--- src/rtl/divider_if.sv ---
// Operand/result bundle between the divider and whoever issues divide
// requests. The requester owns start and the operands; the divider owns
// the status flags and the registered results.
interface divider_if #(
    parameter int N = 8
);

    logic         start;
    logic [N-1:0] dividend;
    logic [N-1:0] divisor;
    logic         busy;
    logic         done;
    logic [N-1:0] quotient;
    logic [N-1:0] remainder;
    logic         div_by_zero;

    modport master (
        output start, dividend, divisor,
        input  busy, done, quotient, remainder, div_by_zero
    );

    modport slave (
        input  start, dividend, divisor,
        output busy, done, quotient, remainder, div_by_zero
    );

endinterface

--- src/rtl/divider.sv ---
// Sequential unsigned restoring divider. A start accepted while idle (or in
// the one-cycle DONE state) launches N shift/subtract steps, one quotient
// bit per clock, followed by a one-cycle done pulse with registered results.
// A zero divisor skips iteration and reports all-ones quotient, the dividend
// as remainder and the div_by_zero flag.
module divider #(
    parameter int N = 8
) (
    input  logic     clk,
    input  logic     reset,
    divider_if.slave bus
);

    localparam int CW = $clog2(N + 1);

    typedef enum logic [1:0] {
        IDLE,
        RUN,
        DONE
    } state_e;

    state_e        state_q;
    logic          busy_q;
    logic          done_q;
    logic [N-1:0]  quotient_q;
    logic [N-1:0]  remainder_q;
    logic          divByZero_q;
    logic [CW-1:0] count_q;

    // Partial remainder is held in N bits: after every step it is below the
    // divisor, so its (N+1)th bit is always zero and only exists while the
    // shifted value is being compared against the divisor.
    logic [N-1:0]  partRem_q;
    logic [N-1:0]  partRem_d;
    logic [N-1:0]  quotShift_q;
    logic [N-1:0]  quotShift_d;
    logic [N-1:0]  divisor_q;

    logic [N:0]    shifted;
    logic [N:0]    diff;

    // One restoring step: shift {R,Q} left, trial-subtract D at N+1 bits and
    // keep the difference only when it did not go negative.
    always_comb begin
        shifted     = {partRem_q, quotShift_q[N-1]};
        diff        = shifted + ~{1'b0, divisor_q} + (N+1)'(1);
        partRem_d   = shifted[N-1:0];
        quotShift_d = {quotShift_q[N-2:0], 1'b0};
        if (!diff[N]) begin
            partRem_d   = diff[N-1:0];
            quotShift_d = {quotShift_q[N-2:0], 1'b1};
        end
    end

    // Control FSM with registered status flags and result registers; reset
    // wins over everything, including a start in the same cycle.
    always_ff @(posedge clk) begin
        if (reset) begin
            state_q     <= IDLE;
            busy_q      <= 1'b0;
            done_q      <= 1'b0;
            quotient_q  <= '0;
            remainder_q <= '0;
            divByZero_q <= 1'b0;
            count_q     <= '0;
            partRem_q   <= '0;
            quotShift_q <= '0;
            divisor_q   <= '0;
        end else begin
            case (state_q)
                IDLE, DONE: begin
                    done_q  <= 1'b0;
                    state_q <= IDLE;
                    if (bus.start) begin
                        if (bus.divisor != '0) begin
                            quotShift_q <= bus.dividend;
                            divisor_q   <= bus.divisor;
                            partRem_q   <= '0;
                            count_q     <= CW'(N);
                            busy_q      <= 1'b1;
                            state_q     <= RUN;
                        end else begin
                            quotient_q  <= '1;
                            remainder_q <= bus.dividend;
                            divByZero_q <= 1'b1;
                            done_q      <= 1'b1;
                            state_q     <= DONE;
                        end
                    end
                end
                RUN: begin
                    partRem_q   <= partRem_d;
                    quotShift_q <= quotShift_d;
                    count_q     <= count_q - CW'(1);
                    if (count_q == CW'(1)) begin
                        quotient_q  <= quotShift_d;
                        remainder_q <= partRem_d;
                        divByZero_q <= 1'b0;
                        busy_q      <= 1'b0;
                        done_q      <= 1'b1;
                        state_q     <= DONE;
                    end
                end
                default: begin
                    busy_q  <= 1'b0;
                    done_q  <= 1'b0;
                    state_q <= IDLE;
                end
            endcase
        end
    end

    assign bus.busy        = busy_q;
    assign bus.done        = done_q;
    assign bus.quotient    = quotient_q;
    assign bus.remainder   = remainder_q;
    assign bus.div_by_zero = divByZero_q;

endmodule

--- src/flat_wrapper.sv ---
// flat-port wrapper written by rule: the top's interface ports become plain ports
module divider_flat 
#(
    parameter int N = 8
)
  (clk, reset, bus_start, bus_dividend, bus_divisor, bus_busy, bus_done, bus_quotient, bus_remainder, bus_div_by_zero);
  divider_if #(.N(N)) bus_i ();
  input  logic clk;
  input  logic reset;
  input wire logic [$bits(bus_i.start)-1:0] bus_start;
  input wire logic [$bits(bus_i.dividend)-1:0] bus_dividend;
  input wire logic [$bits(bus_i.divisor)-1:0] bus_divisor;
  output wire logic [$bits(bus_i.busy)-1:0] bus_busy;
  output wire logic [$bits(bus_i.done)-1:0] bus_done;
  output wire logic [$bits(bus_i.quotient)-1:0] bus_quotient;
  output wire logic [$bits(bus_i.remainder)-1:0] bus_remainder;
  output wire logic [$bits(bus_i.div_by_zero)-1:0] bus_div_by_zero;
  assign bus_i.start = bus_start;
  assign bus_i.dividend = bus_dividend;
  assign bus_i.divisor = bus_divisor;
  assign bus_busy = bus_i.busy;
  assign bus_done = bus_i.done;
  assign bus_quotient = bus_i.quotient;
  assign bus_remainder = bus_i.remainder;
  assign bus_div_by_zero = bus_i.div_by_zero;
  divider #(.N(N)) u_core (.clk(clk), .reset(reset), .bus(bus_i));
endmodule
--- config.mk ---
export PLATFORM = sky130hd
export DESIGN_NAME = divider_flat
export DESIGN_NICKNAME = d
export VERILOG_FILES = /design/src/rtl/divider_if.sv /design/src/rtl/divider.sv /design/src/flat_wrapper.sv
export SDC_FILE = /design/constraint.sdc
export NUM_CORES = 1
export LEC_CHECK = 0
export ABC_AREA = 0
export CAP_MARGIN = 0
export CORE_ASPECT_RATIO = 0.9
export CORE_MARGIN = 2
export CORE_UTILIZATION = 51
export CTS_BUF_LIST = sky130_fd_sc_hd__clkbuf_4 sky130_fd_sc_hd__clkbuf_8
export DETAILED_ROUTE_END_ITERATION = 8
export PLACE_DENSITY_LB_ADDON = 0.25
export SKIP_LAST_GASP = 1
export SLEW_MARGIN = 20
export SYNTH_ARGS = -nofsm -noshare
export SYNTH_HDL_FRONTEND = slang
export SYNTH_SLANG_ARGS = --single-unit
--- constraint.sdc ---
create_clock -name clk -period 2.72 [get_ports clk]
set_clock_uncertainty 0.15 [all_clocks]
set_input_delay 0.544 -clock clk [delete_from_list [all_inputs] [get_ports clk]]
set_output_delay 0.544 -clock clk [all_outputs]
set_load 0.02 [all_outputs]
After elaboration in Yosys (flattened, before gate mapping)
Index checks and enable logic that the tools add are counted.
{"block": "word_totals", "ff_bits": 49}
{"block": "classes", "addsub": 3, "n_eq_ne": 7, "n_mux": 34, "n_bitwise": 1, "reduce_logical": 8}
{"operator": "two-way mux 8 bit", "count": 11}
{"operator": "case mux 8 bit (2 select lines)", "count": 4}
{"operator": "adder 9 x 1 -> 9 bit, second input constant", "count": 1}
{"operator": "adder 9 bit", "count": 1}
{"operator": "two-way mux 1 bit", "count": 9}
{"operator": "NOT 8 -> 9 bit", "count": 1}
{"operator": "AND reduction 3 bit", "count": 3}
{"operator": "two-way mux 4 bit", "count": 2}
{"operator": "case mux 4 bit (2 select lines)", "count": 1}
{"operator": "nonzero test 8 bit", "count": 1}
{"operator": "two-way mux 2 bit", "count": 3}
{"operator": "case mux 1 bit (2 select lines)", "count": 3}
{"operator": "== test 4 x 1 -> 1 bit, second input constant", "count": 1}
{"operator": "inequality test 2 x 1 -> 1 bit, second input constant", "count": 2}
{"operator": "inequality test 2 bit, second input constant", "count": 2}
{"operator": "case mux 2 bit (2 select lines)", "count": 1}
{"operator": "AND reduction 4 bit", "count": 1}
{"operator": "subtractor 4 x 1 -> 4 bit, second input constant", "count": 1}
{"operator": "== test 2 x 1 -> 1 bit, second input constant", "count": 1}
{"operator": "== test 2 bit, second input constant", "count": 1}
{"operator": "zero test 2 bit", "count": 1}
{"operator": "nonzero test 2 bit", "count": 1}
{"operator": "OR reduction 2 bit", "count": 1}

Longest topological paths before layout
Gate-level depths: netlist of run 1.
{"block": "depth", "word_depth": 6, "mapped_depth": 10, "ltp_nobuf": 10}

Worst setup path before layout of run 1
OpenSTA, ideal clock, no wires.
{"block": "synth_timing", "kind": "register to register", "startpoint": "reg u_core.quotShift_q[7]", "endpoint": "reg u_core.partRem_q[5]", "setup_ns": 0.095, "arrival_time_ns": 2.351, "required_ns": 2.475, "path_slack_ns": 0.124, "path_stages_with_launch": 11, "n_path_buf": 0, "period_less_slack_ns": 2.596, "cell_sequence": "dfxtp_1 > inv_1 > ha_1 > inv_1 > fa_1 > a211oi_1 > nor3_2 > mux2i_4 > nor2_2 > or4_1 > o311ai_1"}
{"block": "synth_between", "elab_chain_cells": 4}
{"element": "start: declaration", "line": "divider.sv:35", "text": "logic [N-1:0] quotShift_q;"}
{"element": "start signal: assignment", "line": "divider.sv:76", "text": "quotShift_q <= bus.dividend;"}
{"element": "start signal: assignment", "line": "divider.sv:93", "text": "quotShift_q <= quotShift_d;"}
{"element": "adder 9 bit", "line": "divider.sv:46", "text": "diff = shifted + ~{1'b0, divisor_q} + (N+1)'(1);"}
{"element": "adder 9 x 1 -> 9 bit", "line": "divider.sv:46"}
{"element": "two-way mux 8 bit", "line": "divider.sv:49", "text": "if (!diff[N]) begin"}
{"element": "case mux 8 bit (2 select lines)", "line": "divider.sv:70", "text": "case (state_q)"}
{"element": "end signal: assignment", "line": "divider.sv:92", "text": "partRem_q <= partRem_d;"}
{"element": "end: declaration", "line": "divider.sv:33", "text": "logic [N-1:0] partRem_q;"}
No other way between the ends.
A chain may end at the register's enable or synchronous reset.

Worst setup path in the final report of run 1
{"block": "layout_timing", "startpoint": "reg u_core.quotShift_q[7]", "endpoint": "reg u_core.remainder_q[6] (netlist: u_core.bus.remainder[6])"}
{"block": "layout_between", "elab_chain_cells": 5}
{"element": "adder 9 bit", "line": "divider.sv:46"}
{"element": "adder 9 x 1 -> 9 bit", "line": "divider.sv:46"}
{"element": "two-way mux 8 bit", "line": "divider.sv:49"}
{"element": "two-way mux 8 bit", "line": "divider.sv:95", "text": "if (count_q == CW'(1)) begin"}
{"element": "case mux 8 bit (2 select lines)", "line": "divider.sv:70"}
{"element": "end signal: assignment", "line": "divider.sv:84", "text": "remainder_q <= bus.dividend;"}
{"element": "end signal: assignment", "line": "divider.sv:97", "text": "remainder_q <= partRem_d;"}
{"element": "end: declaration", "line": "divider.sv:26", "text": "logic [N-1:0] remainder_q;"}
No other way between the ends. The select of a mux whose other input is x is not followed.

==> impl_metrics.prom, run 1 <==
# TYPE chip_impl_metric gauge
chip_impl_metric{name="power.share.combinational",unit=""} 0.409
chip_impl_metric{name="place_worst_setup_slack",unit="ps"} 84.43
chip_impl_metric{name="layout-area-overhead-vs-synth",unit="%"} 23.19
chip_impl_metric{name="via_count_of_the_first_global_routing_pass",unit=""} 2196
chip_impl_metric{name="total_switching_power",unit="W"} 0.0008090
chip_impl_metric{name="finalCritPeriodShare",unit=""} 0.9424
chip_impl_metric{name="drt_first_pass_iters",unit=""} 4
chip_impl_info{name="yosys-top-cells-area",value="dfxtp_1, nand2_1, nor2_1, a211oi_1, ha_1"} 1
chip_impl_metric{name="grt_usage",unit=""} 0.2324
chip_impl_metric{name="postSynthAreaPerCell",unit="um2"} 7.646
chip_impl_metric{name="yosys.cell_types.count",unit=""} 47
chip_impl_metric{name="cts_buffers",unit=""} 5
chip_impl_metric{name="initial_utilization",unit=""} 0.5267
chip_impl_metric{name="timing.final.max_slew_violations",unit=""} 0
chip_impl_metric{name="regArea",unit="um2"} 960.9
chip_impl_metric{name="fmaxAchievable",unit="MHz"} 390.1
chip_impl_metric{name="core",unit="um2"} 4835
chip_impl_metric{name="htree_levels",unit=""} 2
chip_impl_metric{name="drv.max_cap_violation_count",unit=""} 0
chip_impl_metric{name="critical_path_required",unit="ps"} 2790
chip_impl_info{name="startpoint_type",value="flip-flop"} 1
chip_impl_info{name="status",value="complete, no violations"} 1
chip_impl_info{name="setup.worst_path.end_class",value="flip-flop"} 1
chip_impl_metric{name="period_needed",unit="ps"} 2563
chip_impl_metric{name="grt_start_max_net_pins",unit=""} 42
chip_impl_info{name="min_path_type",value="reg2reg"} 1
chip_impl_info{name="most-common-layout-cells",value="nand2_1, nor2_1, dfxtp_1, clkdlybuf4s50_1, a21oi_1"} 1
chip_impl_metric{name="synth_async_reset_ratio",unit=""} 0
chip_impl_metric{name="pwr-share-seq",unit=""} 0.375
chip_impl_metric{name="critPathArrivalTime",unit="ps"} 2640
chip_impl_metric{name="netlist_area",unit="um2"} 2546
chip_impl_info{name="layout.cells.most_common",value="nand2_1"} 1
chip_impl_metric{name="io-pin-count",unit=""} 38
chip_impl_metric{name="post-dp-hpwl",unit="mm"} 4.627
chip_impl_metric{name="crit_path_max_fanout",unit=""} 9
chip_impl_metric{name="fin_cells",unit=""} 437
chip_impl_metric{name="detail_route.drc_violations",unit=""} 0
chip_impl_metric{name="route.antenna.remaining_nets",unit=""} 0
chip_impl_metric{name="dr.first_iter.drc_count",unit=""} 160
chip_impl_metric{name="gpl.final_weighted_congestion",unit=""} 0.9116
chip_impl_metric{name="fp.dieArea",unit="um2"} 5574
chip_impl_metric{name="report.final.setup_viol",unit=""} 0
chip_impl_metric{name="share_clk_of_total_power",unit=""} 0.215
chip_impl_metric{name="hold_viol",unit=""} 0
chip_impl_metric{name="design.final.nets",unit=""} 401
chip_impl_metric{name="place.detailed.instances",unit=""} 428
chip_impl_info{name="ctsRootBufferMaster",value="clkbuf_8"} 1
chip_impl_metric{name="synth-edff-count",unit=""} 0
chip_impl_metric{name="row_count",unit=""} 24
chip_impl_metric{name="max-vdd-ir-drop",unit="mV"} 0.3978
chip_impl_metric{name="cts-root-to-sink-buffers",unit=""} 2
chip_impl_metric{name="antennaDiodeCount",unit=""} 0
chip_impl_metric{name="share_of_final_layout_standard_cells_stronger_than_drive_strength_1",unit=""} 0.08602
chip_impl_metric{name="grt_pass1_wl",unit="mm"} 10.38
chip_impl_metric{name="avgViaCountPerCell",unit=""} 5.503
chip_impl_metric{name="setup_total_negative_slack",unit="ps"} 0
chip_impl_metric{name="die_h",unit="um"} 71.03
chip_impl_metric{name="numPortBuffers",unit=""} 37
chip_impl_metric{name="area_of_the_multi_input_gates",unit="um2"} 1476
chip_impl_metric{name="clock_latency",unit="ps"} 310
chip_impl_metric{name="postSynthRegisterBits",unit=""} 48
chip_impl_metric{name="netSwitchingFraction",unit=""} 0.3704
chip_impl_metric{name="clock_sinks",unit=""} 48
chip_impl_metric{name="grt_overflow_total",unit=""} 0
chip_impl_metric{name="synth_fp_nets",unit=""} 363
chip_impl_metric{name="maxSlewHeadroom",unit=""} 0.5697
chip_impl_info{name="rsz0062_at_grt",value="true"} 1
chip_impl_info{name="timing_worst_setup_path_type",value="reg2reg"} 1
chip_impl_info{name="yosysTopAreaCell",value="dfxtp_1"} 1
chip_impl_metric{name="clk_transition_reported_paths",unit="ps"} 90
chip_impl_metric{name="route.detailed.wl_per_inst",unit="um"} 14.32
chip_impl_metric{name="synth.yosys.seq_area_share",unit=""} 0.3774
chip_impl_metric{name="die_w",unit="um"} 78.48
chip_impl_metric{name="dr_total_vias",unit=""} 2405
chip_impl_metric{name="layout_setup_ws",unit="ps"} 156.6
chip_impl_info{name="cts_tree",value="done"} 1
chip_impl_metric{name="syn-instance-count",unit=""} 333
chip_impl_metric{name="antenna_violations_before_repair",unit=""} 0
chip_impl_metric{name="max_slew.worst_pin.slew",unit="ps"} 643.1
chip_impl_metric{name="p_int",unit="W"} 0.001375
chip_impl_metric{name="totalWireLength",unit="mm"} 6.257
chip_impl_metric{name="area_share_of_the_leading_cell_type_in_the_synthesized_netlist",unit=""} 0.3774
chip_impl_metric{name="yosys_warning_count",unit=""} 0
chip_impl_metric{name="cellPowerDensity",unit="nW/um2"} 696.3
chip_impl_info{name="synth_top_flop_cell",value="dfxtp_1"} 1
chip_impl_metric{name="fillerInstances",unit=""} 450
chip_impl_metric{name="power_leakage",unit="nW"} 1.166
==> cell usage after synthesis (2+ instances only) <==
cell,instances
buf_2,4
ha_1,10
a21oi_1,21
o21ai_0,15
o211ai_1,2
a211oi_1,18
nor2_2,2
nand3_1,5
nor4_1,3
nand2b_1,6
inv_1,14
nand2_1,55
clkbuf_1,13
a21o_1,5
a311oi_1,8
dfxtp_1,48
nor2b_1,3
and2_1,4
a31oi_1,3
nor3b_1,3
or3b_2,2
xor2_1,4
nor3_1,10
nor2_1,52
==> registers in the layout (all words and copies together), names as in the netlist <==
signal and count:
u_core.bus.quotient 8, u_core.bus.remainder 8, u_core.divisor_q 8, u_core.partRem_q 8
u_core.quotShift_q 8, u_core.count_q 4, u_core.state_q 2, u_core.bus.busy 1
u_core.bus.div_by_zero 1
==> critical path, stage by stage (launching register included) <==
cell,delay [ps]
dfxtp_1,320
inv_1,60
ha_1,150
inv_1,50
fa_2,370
a211oi_4,320
nor3_4,90
mux2_4,370
a21boi_1,180
o21ai_0,150
a211oi_1,260
==> area by class of cell <==
| class | instances | area share |
|---|---|---|
| Multi-Input combinational cell | 252 | 0.4707 |
| Sequential cell | 48 | 0.3063 |
| Clock inverter | 1 | 0.002393 |
| Clock buffer | 7 | 0.02872 |
| Timing Repair Buffer | 50 | 0.1492 |
| Tap cell | 65 | 0.02593 |
| Inverter | 14 | 0.01675 |
==> what timing repair did <==
action	CTS	global route
resized for setup	0	6
hold buffers	0	0
setup endpoints to repair	0	12
setup buffers	0	1
==> worst paths after layout <==
check / startpoint / cells after the start / to / slack [ps]
worst max-delay path: u_core.quotShift_q[7] / 10 / u_core.bus.remainder[6] / 160
worst min-delay path: u_core.divisor_q[0] / 2 / u_core.divisor_q[0] / 320
worst max register to register: u_core.quotShift_q[7] / 10 / u_core.bus.remainder[6] / 160
worst min register to register: u_core.divisor_q[0] / 2 / u_core.divisor_q[0] / 320
==> power groups by stage <==
stage	Clock [W]	Sequential [W]	Combinational (W)
4_1_cts	0.000475	0.000819	0.000840
3_3_place_gp	0	0.000834	0.000823
2_1_floorplan	0	0.000842	0.000584
6_report	0.000470	0.000820	0.000894
3_5_place_dp	0	0.000835	0.000833
5_1_grt	0.000511	0.000830	0.000975
==> metal layers <==
layer / vias up / track usage / part of all wire
met5: - / 0 / 0
met4: 0 / 0.07018 / 0.012
met3: 9 / 0.04337 / 0.053
met2: 66 / 0.3477 / 0.45
met1: 1088 / 0.3419 / 0.49
li1: 1242 / - / -
==> logic make-up after synthesis <==
logic type                 share of synthesized area
AOI/OAI and AO/OA                             0.2226
xor gates and xnor gates                     0.01720
adders and majority gates                    0.05700
buffers and inverters                        0.05356
DFF                                           0.3774
muxes                                        0.01327
and+or+nand+nor                               0.2590
==> metrics by stage <==
step | hold slack, ps | utilization | total power (W) | area, um2
floorplan | 286.3 | - | 0.001426 | 2546
global placement | 293.5 | 0.6214 | 0.001657 | 3004
detailed placement | 305.7 | 0.6214 | 0.001668 | 3004
CTS | 318.2 | 0.6416 | 0.002134 | 3102
global route | 349.5 | 0.6488 | 0.002316 | 3137
finish | 315.0 | 0.6488 | 0.002184 | 3137
No activity file was read; power rests on OpenSTA's default activity.
==> run 2, diff against run 1 <==
REMOVE_ABC_BUFFERS = 1   (was not set)
TNS_END_PERCENT = 5   (was not set)
==> impl_metrics.prom, run 2 (synthesized netlist as in run 1, its figures left out) <==
# TYPE chip_impl_metric gauge
chip_impl_metric{name="layout_setup_ws",unit="ps"} 108.6
chip_impl_metric{name="path_buf_inv",unit=""} 2
chip_impl_info{name="critical_path.endpoint",value="u_core.partRem_q[5]"} 1
chip_impl_metric{name="critPathArrivalTime",unit="ps"} 2660
chip_impl_metric{name="place_worst_setup_slack",unit="ps"} 20.58
chip_impl_metric{name="cts-root-to-sink-buffers",unit=""} 2
chip_impl_metric{name="route.detailed.wl_per_inst",unit="um"} 13.91
chip_impl_metric{name="clk_transition_reported_paths",unit="ps"} 90
chip_impl_info{name="critPathTopFamily",value="simple AND/OR/NAND/NOR gates"} 1
chip_impl_metric{name="detail_route.drc_violations",unit=""} 0
chip_impl_metric{name="cellPowerDensity",unit="nW/um2"} 684.5
chip_impl_metric{name="place_area",unit="um2"} 3024
chip_impl_metric{name="setup_total_negative_slack",unit="ps"} 0
chip_impl_metric{name="post-route-cell-area",unit="um2"} 3161
chip_impl_metric{name="initial_utilization",unit=""} 0.5267
chip_impl_metric{name="drv.max_cap_violation_count",unit=""} 0
chip_impl_info{name="min_path_type",value="reg2reg"} 1
chip_impl_info{name="most-common-layout-cells",value="nand2_1, nor2_1, dfxtp_1, clkdlybuf4s50_1, a21oi_1"} 1
chip_impl_metric{name="layout-area-overhead-vs-synth",unit="%"} 24.13
chip_impl_info{name="startpoint_type",value="flip-flop"} 1
chip_impl_metric{name="numPortBuffers",unit=""} 37
chip_impl_metric{name="cts_buffers",unit=""} 5
chip_impl_info{name="r2r_start",value="u_core.quotShift_q[7]"} 1
chip_impl_info{name="worst_r2r_endpoint",value="u_core.partRem_q[5]"} 1
chip_impl_metric{name="dr.first_iter.drc_count",unit=""} 133
chip_impl_metric{name="gpl.final_weighted_congestion",unit=""} 0.8800
chip_impl_metric{name="max-vdd-ir-drop",unit="mV"} 0.3950
chip_impl_metric{name="fmaxAchievable",unit="MHz"} 382.9
chip_impl_metric{name="finalCritPeriodShare",unit=""} 0.9601
chip_impl_metric{name="critical_path_required",unit="ps"} 2770
chip_impl_metric{name="clock_sinks",unit=""} 48
chip_impl_metric{name="fillerInstances",unit=""} 426
chip_impl_metric{name="post-layout-total-power",unit="W"} 0.002163
chip_impl_metric{name="report.final.setup_viol",unit=""} 0
chip_impl_info{name="ctsRootBufferMaster",value="clkbuf_8"} 1
chip_impl_metric{name="io-pin-count",unit=""} 38
chip_impl_metric{name="route.antenna.remaining_nets",unit=""} 0
chip_impl_metric{name="crit_path_max_fanout",unit=""} 6
chip_impl_metric{name="antennaDiodeCount",unit=""} 0
chip_impl_info{name="status",value="complete, no violations"} 1
chip_impl_metric{name="regArea",unit="um2"} 960.9
chip_impl_metric{name="design.final.nets",unit=""} 402
chip_impl_metric{name="timing.critical_path.depth",unit=""} 10
chip_impl_metric{name="period_needed",unit="ps"} 2611
chip_impl_info{name="crit_top_cell",value="inv_1"} 1
chip_impl_metric{name="cts_hold_repair.buffers",unit=""} 0
chip_impl_metric{name="critical-path-max-stage-delay",unit="ps"} 540
chip_impl_metric{name="htree_levels",unit=""} 2
chip_impl_metric{name="avgViaCountPerCell",unit=""} 5.550
chip_impl_metric{name="dr_total_vias",unit=""} 2431
chip_impl_info{name="cts_tree",value="done"} 1
chip_impl_metric{name="grt_start_max_net_pins",unit=""} 42
chip_impl_metric{name="core",unit="um2"} 4835
chip_impl_metric{name="antenna_violations_before_repair",unit=""} 0
chip_impl_metric{name="drt_first_pass_iters",unit=""} 4
chip_impl_metric{name="grt_pass1_wl",unit="mm"} 10.38
chip_impl_info{name="rsz0062_at_grt",value="true"} 1
chip_impl_metric{name="post-dp-hpwl",unit="mm"} 4.393
chip_impl_metric{name="power_leakage",unit="nW"} 1.177
chip_impl_metric{name="row_count",unit=""} 24
chip_impl_metric{name="share_of_final_layout_standard_cells_stronger_than_drive_strength_1",unit=""} 0.08847
chip_impl_metric{name="totalWireLength",unit="mm"} 6.093
chip_impl_info{name="layout.cells.most_common",value="nand2_1"} 1
chip_impl_metric{name="die_w",unit="um"} 78.48
chip_impl_metric{name="grt_usage",unit=""} 0.2340
chip_impl_info{name="worst_path_cell_chain",value="inv_1, ha_1, inv_1, fa_2, a211oi_4, nor3_4, mux2i_4, nor2_2, or4_1, o311ai_1"} 1
chip_impl_metric{name="fin_hold_ws",unit="ps"} 308.5
chip_impl_metric{name="via_count_of_the_first_global_routing_pass",unit=""} 2316
chip_impl_metric{name="clock_latency",unit="ps"} 300
chip_impl_info{name="cpMaxStageDelayCell",value="or4_1"} 1
chip_impl_metric{name="fp.dieArea",unit="um2"} 5574
chip_impl_metric{name="rrSetupSlack",unit="ps"} 110
chip_impl_info{name="timing_worst_setup_path_type",value="reg2reg"} 1
chip_impl_metric{name="grt_overflow_total",unit=""} 0
chip_impl_metric{name="timing.final.max_slew_violations",unit=""} 0
chip_impl_metric{name="reg2reg_depth",unit=""} 10
chip_impl_metric{name="die_h",unit="um"} 71.03
chip_impl_metric{name="max_slew.worst_pin.slew",unit="ps"} 695.4
chip_impl_info{name="cp-startpoint",value="u_core.quotShift_q[7]"} 1
chip_impl_metric{name="hold_viol",unit=""} 0
chip_impl_metric{name="maxSlewHeadroom",unit=""} 0.5347
chip_impl_info{name="setup.worst_path.end_class",value="flip-flop"} 1
chip_impl_metric{name="area_of_the_multi_input_gates",unit="um2"} 1480
## run 2: power by group
group          switching [W]  leakage (nW)  internal [W]
clock network       0.000238        0.0479      0.000217
registers          0.0000493         0.393      0.000769
logic               0.000497         0.735      0.000393
## run 2: worst min-delay path by stage
| stage | slack, ps | to | cells past startpoint | startpoint |
|---|---|---|---|---|
| 2_1_floorplan | 280 | u_core.divisor_q[1] | 2 | u_core.divisor_q[1] |
| 3_3_place_gp | 290 | u_core.divisor_q[3] | 2 | u_core.divisor_q[3] |
| 3_5_place_dp | 300 | u_core.divisor_q[5] | 2 | u_core.divisor_q[5] |
| 4_1_cts | 310 | u_core.divisor_q[5] | 2 | u_core.divisor_q[5] |
| 5_1_grt | 340 | u_core.divisor_q[2] | 2 | u_core.divisor_q[2] |
| 6_report | 310 | u_core.divisor_q[5] | 2 | u_core.divisor_q[5] |
## run 2: repair_timing
action                                 CTS  global route
pin swaps                                0             1
endpoints found under the hold margin    0             0
buffers inserted                         0             1
resized for setup                        1             5
setup endpoints to repair                1             5
## run 2: per-stage QoR
| stage | instances | utilization |
|---|---|---|
| 2_1_floorplan | 314 | - |
| 3_3_place_gp | 429 | 0.6255 |
| 3_5_place_dp | 429 | 0.6255 |
| 4_1_cts | 437 | 0.6467 |
| 5_1_grt | 438 | 0.6537 |
| 6_report | 438 | 0.6537 |
## run 2: per-layer routing
layer,global-route usage,up-vias,share of wire
met5,0,-,0
met4,0.07992,0,0.015
met3,0.04847,8,0.033
met2,0.3812,52,0.46
met1,0.3114,1134,0.49
li1,-,1237,-
## run 2: area by class of cell
| class | instances | share of cell area |
|---|---|---|
| repair buffers | 51 | 0.1544 |
| clock buffers | 7 | 0.02850 |
| clock inverters | 1 | 0.002375 |
| flip-flops and latches | 48 | 0.3040 |
| inverters | 14 | 0.01663 |
| multi-input cells | 252 | 0.4683 |
| well taps | 65 | 0.02573 |
## run 2: worst min-delay path: cells and delay by family (launching register included)
kind               cells  cell delay [ps]
DFF                    1              320
AOI/OAI and AO/OA      1               50
and+or+nand+nor        1               50
